==> src/rtl/add_csv_pkg.sv <==
// Shared sizing helpers for the carry-save resolve pipeline.
// Used by the CSA stage, the resolve adder and its testbench.
package add_csv_pkg;

  function automatic int unsigned num_stages(input int unsigned width,
                                             input int unsigned chunk);
    return (width + chunk - 1) / chunk;
  endfunction

  // Every stage resolves `chunk` bits except the last, which takes what is left.
  function automatic int unsigned chunk_width(input int unsigned width,
                                              input int unsigned chunk,
                                              input int unsigned k);
    return (k == num_stages(width, chunk) - 1) ? width - k * chunk : chunk;
  endfunction

endpackage

==> src/rtl/add_csv_resolve_stage.sv <==
// One pipeline stage of the carry-save resolver: adds bits [LO +: CW] of S/C
// plus the incoming carry and registers the result with a valid/ready handshake.
module add_csv_resolve_stage #(
  parameter int unsigned WIDTH = 8,
  parameter int unsigned LO    = 0,
  parameter int unsigned CW    = 4
) (
  input  logic             clk_i,
  input  logic             rst_ni,
  input  logic             clr_i,
  input  logic             valid_i,
  output logic             ready_o,
  input  logic [WIDTH-1:0] s_i,
  input  logic [WIDTH-1:0] c_i,
  input  logic [WIDTH-1:0] sum_i,
  input  logic             carry_i,
  output logic             valid_o,
  input  logic             ready_i,
  output logic [WIDTH-1:0] s_o,
  output logic [WIDTH-1:0] c_o,
  output logic [WIDTH-1:0] sum_o,
  output logic             carry_o
);

  // Bits at or below this stage's chunk are resolved; only the upper S/C bits travel on.
  localparam logic [WIDTH-1:0] RES_MASK = {WIDTH{1'b1}} >> (WIDTH - LO - CW);

  logic             valid_q;
  logic [WIDTH-1:0] s_q, s_d;
  logic [WIDTH-1:0] c_q, c_d;
  logic [WIDTH-1:0] sum_q, sum_d;
  logic             carry_q;
  logic [CW:0]      add;
  logic             advance;

  always_comb begin
    add = {1'b0, s_i[LO +: CW]} + {1'b0, c_i[LO +: CW]} + {{CW{1'b0}}, carry_i};
  end

  always_comb begin
    sum_d            = sum_i;
    sum_d[LO +: CW]  = add[CW-1:0];
    s_d              = s_i & ~RES_MASK;
    c_d              = c_i & ~RES_MASK;
  end

  assign advance = !valid_q || ready_i;
  assign ready_o = advance;

  always_ff @(posedge clk_i or negedge rst_ni) begin
    if (!rst_ni) begin
      valid_q <= 1'b0;
      s_q     <= '0;
      c_q     <= '0;
      sum_q   <= '0;
      carry_q <= 1'b0;
    end else if (clr_i) begin
      valid_q <= 1'b0;
    end else if (advance) begin
      valid_q <= valid_i;
      if (valid_i) begin
        s_q     <= s_d;
        c_q     <= c_d;
        sum_q   <= sum_d;
        carry_q <= add[CW];
      end
    end
  end

  assign valid_o = valid_q;
  assign s_o     = s_q;
  assign c_o     = c_q;
  assign sum_o   = sum_q;
  assign carry_o = carry_q;

endmodule

==> src/rtl/add_csv_resolve.sv <==
// Pipelined carry-propagate adder resolving a carry-save pair (S, C) into a
// binary sum, CHUNK bits per stage, with full-throughput valid/ready handshakes.
module add_csv_resolve
  import add_csv_pkg::*;
#(
  parameter int unsigned WIDTH = 8,
  parameter int unsigned CHUNK = 4
) (
  input  logic             clk_i,
  input  logic             rst_ni,
  input  logic             clr_i,
  input  logic             valid_i,
  output logic             ready_o,
  input  logic [WIDTH-1:0] S_i,
  input  logic [WIDTH-1:0] C_i,
  output logic             valid_o,
  input  logic             ready_i,
  output logic [WIDTH-1:0] sum_o,
  output logic             co_o
);

  localparam int unsigned NSTAGES = num_stages(WIDTH, CHUNK);

  // Index k is the input side of stage k; index NSTAGES is the block output.
  logic [WIDTH-1:0] s_p     [NSTAGES+1];
  logic [WIDTH-1:0] c_p     [NSTAGES+1];
  logic [WIDTH-1:0] sum_p   [NSTAGES+1];
  logic             carry_p [NSTAGES+1];
  logic             valid_p [NSTAGES+1];
  logic             ready_p [NSTAGES+1];

  assign s_p[0]           = S_i;
  assign c_p[0]           = C_i;
  assign sum_p[0]         = '0;
  assign carry_p[0]       = 1'b0;
  assign valid_p[0]       = valid_i;
  assign ready_p[NSTAGES] = ready_i;

  for (genvar k = 0; k < NSTAGES; k++) begin : g_stage
    localparam int unsigned CW = chunk_width(WIDTH, CHUNK, k);

    add_csv_resolve_stage #(
      .WIDTH (WIDTH),
      .LO    (k * CHUNK),
      .CW    (CW)
    ) u_stage (
      .clk_i   (clk_i),
      .rst_ni  (rst_ni),
      .clr_i   (clr_i),
      .valid_i (valid_p[k]),
      .ready_o (ready_p[k]),
      .s_i     (s_p[k]),
      .c_i     (c_p[k]),
      .sum_i   (sum_p[k]),
      .carry_i (carry_p[k]),
      .valid_o (valid_p[k+1]),
      .ready_i (ready_p[k+1]),
      .s_o     (s_p[k+1]),
      .c_o     (c_p[k+1]),
      .sum_o   (sum_p[k+1]),
      .carry_o (carry_p[k+1])
    );
  end

  // A clear wins over a same-cycle offer, so the input is refused outright.
  assign ready_o = ready_p[0] && !clr_i;
  assign valid_o = valid_p[NSTAGES];
  assign sum_o   = sum_p[NSTAGES];
  assign co_o    = carry_p[NSTAGES];

endmodule

==> config.mk <==
export PLATFORM = sky130hd
export DESIGN_NAME = add_csv_resolve
export DESIGN_NICKNAME = d
export VERILOG_FILES = /design/src/rtl/add_csv_pkg.sv /design/src/rtl/add_csv_resolve_stage.sv /design/src/rtl/add_csv_resolve.sv
export SDC_FILE = /design/constraint.sdc
export NUM_CORES = 1
export LEC_CHECK = 0
export ABC_CLOCK_PERIOD_IN_PS = 2100
export CORE_MARGIN = 2
export CORE_UTILIZATION = 44
export CTS_BUF_LIST = sky130_fd_sc_hd__clkbuf_16
export DETAILED_ROUTE_END_ITERATION = 16
export PLACE_DENSITY = 0.69
export SLEW_MARGIN = 0
export SYNTH_ARGS = -nofsm -noshare
export SYNTH_HDL_FRONTEND = slang
export SYNTH_HIERARCHICAL = 1
export SYNTH_SLANG_ARGS = --single-unit
==> constraint.sdc <==
create_clock -name clk_i -period 2.1 [get_ports clk_i]
set_clock_uncertainty 0.05 [all_clocks]
set_input_delay 0.315 -clock clk_i [delete_from_list [all_inputs] [get_ports clk_i]]
set_output_delay 0.315 -clock clk_i [all_outputs]
set_load 0.03 [all_outputs]
After elaboration in Yosys (flattened, before gate mapping)
Index checks and enable logic that the tools add are counted.
{"block": "word_totals", "word_cells": 26, "in_bits": 21, "register_bits": 24, "romBits": 0, "latch_bits": 0, "n_memories": 0, "ramBits": 0, "out_inout_bits": 11}
{"block": "classes", "mul": 0, "n_shift": 0, "order_cmp": 0, "muxes": 4, "n_reduce_logical": 10, "eq_ne": 0, "n_bitwise": 1, "n_div": 0, "n_addsub": 3}
{"cell": "adder 4 x 4 -> 5 bit", "n": 2}
{"cell": "AND reduction 3 bit", "n": 2}
{"cell": "adder 5 x 1 -> 5 bit", "n": 1}
{"cell": "2-to-1 mux 1 bit", "n": 4}
{"cell": "nonzero test 2 bit", "n": 2}
{"cell": "zero test 1 bit", "n": 3}
{"cell": "logical OR 1 bit", "n": 2}
{"cell": "logical AND 1 bit", "n": 1}
{"cell": "inverter 1 bit", "n": 1}

Logic depth before layout (Yosys ltp)
{"block": "logic_depth", "ltp_word": 5, "ltp_mapped": 7, "mapped_depth_nobuf": 6}

Hierarchy
The synthesis kept the hierarchy.
{"module": "add_csv_resolve_stage (g_stage[0].u_stage)", "seq_area_each_um2": 450.4, "area_each_um2": 952.2, "cells_per_inst": 71, "instances": 1}
{"module": "add_csv_resolve_stage (g_stage[1].u_stage)", "seq_area_each_um2": 250.2, "area_each_um2": 716.9, "cells_per_inst": 61, "instances": 1}
{"module": "add_csv_resolve", "seq_area_each_um2": 0.0, "area_each_um2": 17.5, "cells_per_inst": 2, "instances": 1}

Least setup slack after synthesis
OpenSTA, ideal clock, no wires.
{"block": "synth_timing", "kind": "flip-flop to flip-flop", "start": "register g_stage[1].u_stage.valid_q", "end": "register g_stage[0].u_stage.c_q[5]", "setup_ns": 0.125, "arrival_time_ns": 1.572, "required_ns": 1.925, "setup_slack_ns": 0.353, "stages_incl_launch_ff": 8, "synth_period_minus_slack_ns": 1.747, "n_path_buf": 2, "cell_sequence": "dfrtp_1 -> nor2b_4 -> buf_6 -> inv_1 -> nor2b_4 -> nor2_4 -> buf_12 -> mux2_4"}
{"element": "from (decl)", "line": "add_csv_resolve_stage.sv:28", "rtl": "logic valid_q;"}
{"element": "from (signal assigned)", "line": "add_csv_resolve_stage.sv:60", "rtl": "valid_q <= valid_i;"}
{"element": "to (signal assigned)", "line": "add_csv_resolve_stage.sv:54", "rtl": "c_q <= '0;"}
{"element": "to (signal assigned)", "line": "add_csv_resolve_stage.sv:63", "rtl": "c_q <= c_d;"}
{"element": "to (decl)", "line": "add_csv_resolve_stage.sv:30", "rtl": "logic [WIDTH-1:0] c_q, c_d;"}

==> out/qor.yml <==
clock_tree:
  clkLatencyLatePin_ns: 0.25
  cts_sinks: 24
  cts_tree: "built"
  cts.clk_slew.worst_paths_ns: 0.06
  ctsHoldBuffers: 0
  htree_levels: 1
  cts_inserted_buffers: 3
  cts_root_buffer: "clkbuf_16"
  postCtsSetupRepairBufs: 0
  ctsResizeCount: 0
  cts.path.max_buffers: 2
setup_path:
  start_kind: "primary input"
  cp_max_fo: 7
  reg2regPathDepth: 4
  cp-end-kind: "primary output"
  crit_arrival_ns: 1.54
  cp.required_ns: 1.74
  critPathKind: "primary input to primary output"
placed_design:
  hpwlAfterDp_um: 1700
  numPortBuffers: 31
  gp_congestion: 0.749
  place_area_um2: 1700
global_routing:
  grt_max_degree: 25
  grt_pass1_vias: 852
  grt-ovfl-total: 0
  grt_pass1_wl_um: 3840
  antenna_found_initial: 0
  gr-usage-all-layers_pct: 14.7
route:
  vias: 825
  postRouteAntennaNets: 0
  viasPerCell: 4.85
  drc: 0
  drtIter0Drc: 12
  routed_wl_um: 2260
  dr.pass1.iters: 3
  wl_per_cell_um: 13.3
synthesis:
  synth_area_um2: 1340
  synthCells: 100
  synth_warnings: 6
  synth_fp_nets: 131
  post_synth.cell_area_avg_um2: 13.4
worst_hold_path:
  hold_class: "primary input to asynchronous set/reset pin"
sta:
  rsz0062_at_grt: "no"
  period_share_pct: 90.7
  post-route-min-period_ns: 1.90
  timing.fmax_ghz: 0.525
  hold_viol_final: 0
  slew_viol_final: 0
  setup_viol: 0
  timing.hold.ws_ns: 0.369
  finalSetupTns_ns: 0
power_and_ir_drop:
  ir_worst_vdd_mv: 0.359
  power.leakage_nw: 0.811
  power_w: 0.00182
  power_density_nw_per_um2: 1010
floorplan:
  dieArea_um2: 3500
  core_area_um2: 2980
  pin_count: 32
  rows: 20
  die_width_um: 59.2
  die_h_um: 59.2
  initial_core_util_pct: 45.0
status:
  status: "completed"
final_layout:
  nets: 169
  nFillCells: 255
  diodes: 0
  area_delta_synth_final_pct: 34.8
  drive_gt1_share_pct: 23.4
  design_area_um2: 1800
run:
  cap_viol_max_count: 0
==> per-stage QoR <==
step | utilization, % | setup slack, ns | cells
detailed placement | 57.1 | 0.129 | 166
finish | 60.6 | 0.196 | 170
global route | 60.6 | 0.115 | 170
floorplan | - | 0.368 | 100
CTS | 60.6 | 0.188 | 170
global placement | 57.1 | 0.151 | 166
==> registers in the layout (all words and copies together), names as in the netlist <==
name	flops
g_stage.u_stage/sum_o	12
g_stage.u_stage/c_o	4
g_stage.u_stage/s_o	4
g_stage.u_stage/carry_o	2
g_stage.u_stage/valid_o	2
==> path summary, 6_finish.rpt <==
kind,slack (ns),to,from
hold reg to reg,0.45,g_stage[1].u_stage/sum_o[2]$_DFFE_PN0P_,g_stage[0].u_stage/sum_o[2]$_DFFE_PN0P_
hold / removal,0.37,g_stage[0].u_stage/c_o[7]$_DFFE_PN0P_,rst_ni
setup / recovery,0.20,ready_o,ready_i
max in group asynchronous,1.40,g_stage[1].u_stage/sum_o[0]$_DFFE_PN0P_,rst_ni
min in group clk_i,0.45,g_stage[1].u_stage/sum_o[2]$_DFFE_PN0P_,g_stage[0].u_stage/sum_o[2]$_DFFE_PN0P_
setup reg to reg,0.38,g_stage[1].u_stage/sum_o[5]$_DFFE_PN0P_,g_stage[0].u_stage/s_o[4]$_DFFE_PN0P_
==> report_power, final <==
| group | switching [W] | internal (W) | total [W] |
|---|---|---|---|
| logic | 0.000303 | 0.000340 | 0.000642 |
| registers | 0.0000710 | 0.000575 | 0.000646 |
| clock network | 0.000156 | 0.000378 | 0.000535 |
==> cell type report <==
cell class	count	area [um^2]	share of cell area, %
Clock inverter	1	30.0	1.66
Timing Repair Buffer	35	350	19.4
Tap cell	33	41.3	2.29
Inverter	8	30.0	1.66
Sequential cell	24	601	33.3
Multi-Input combinational cell	66	677	37.5
Clock buffer	3	75.1	4.16
==> layout by cell type (no fill, tap or decap), types with 3 or more instances in the layout <==
| cell | n |
|---|---|
| nor2b_4 | 3 |
| fa_1 | 4 |
| inv_1 | 8 |
| mux2_4 | 11 |
| buf_4 | 4 |
| nor2_1 | 4 |
| o21ai_0 | 9 |
| mux2_2 | 4 |
| dfrtp_1 | 24 |
| clkdlybuf4s50_1 | 30 |
| clkbuf_16 | 3 |
| ha_1 | 6 |
==> critical path: stages <==
cell             delay [ns]
clkdlybuf4s50_1        0.44
nor2b_4                0.12
inv_1                  0.07
nor2b_4                0.20
inv_1                  0.10
nor2b_4                0.13
buf_4                  0.16
==> metal layers <==
metal | routed length (um) | global-route usage, % | vias up
met2 | 1090 | 24.6 | 15
met4 | 23 | 4.87 | 0
met5 | 0 | 0 | -
met3 | 77 | 2.84 | 2
met1 | 1070 | 18.9 | 389
li1 | - | - | 419
Note: power is estimated with default switching activity, not from simulation.
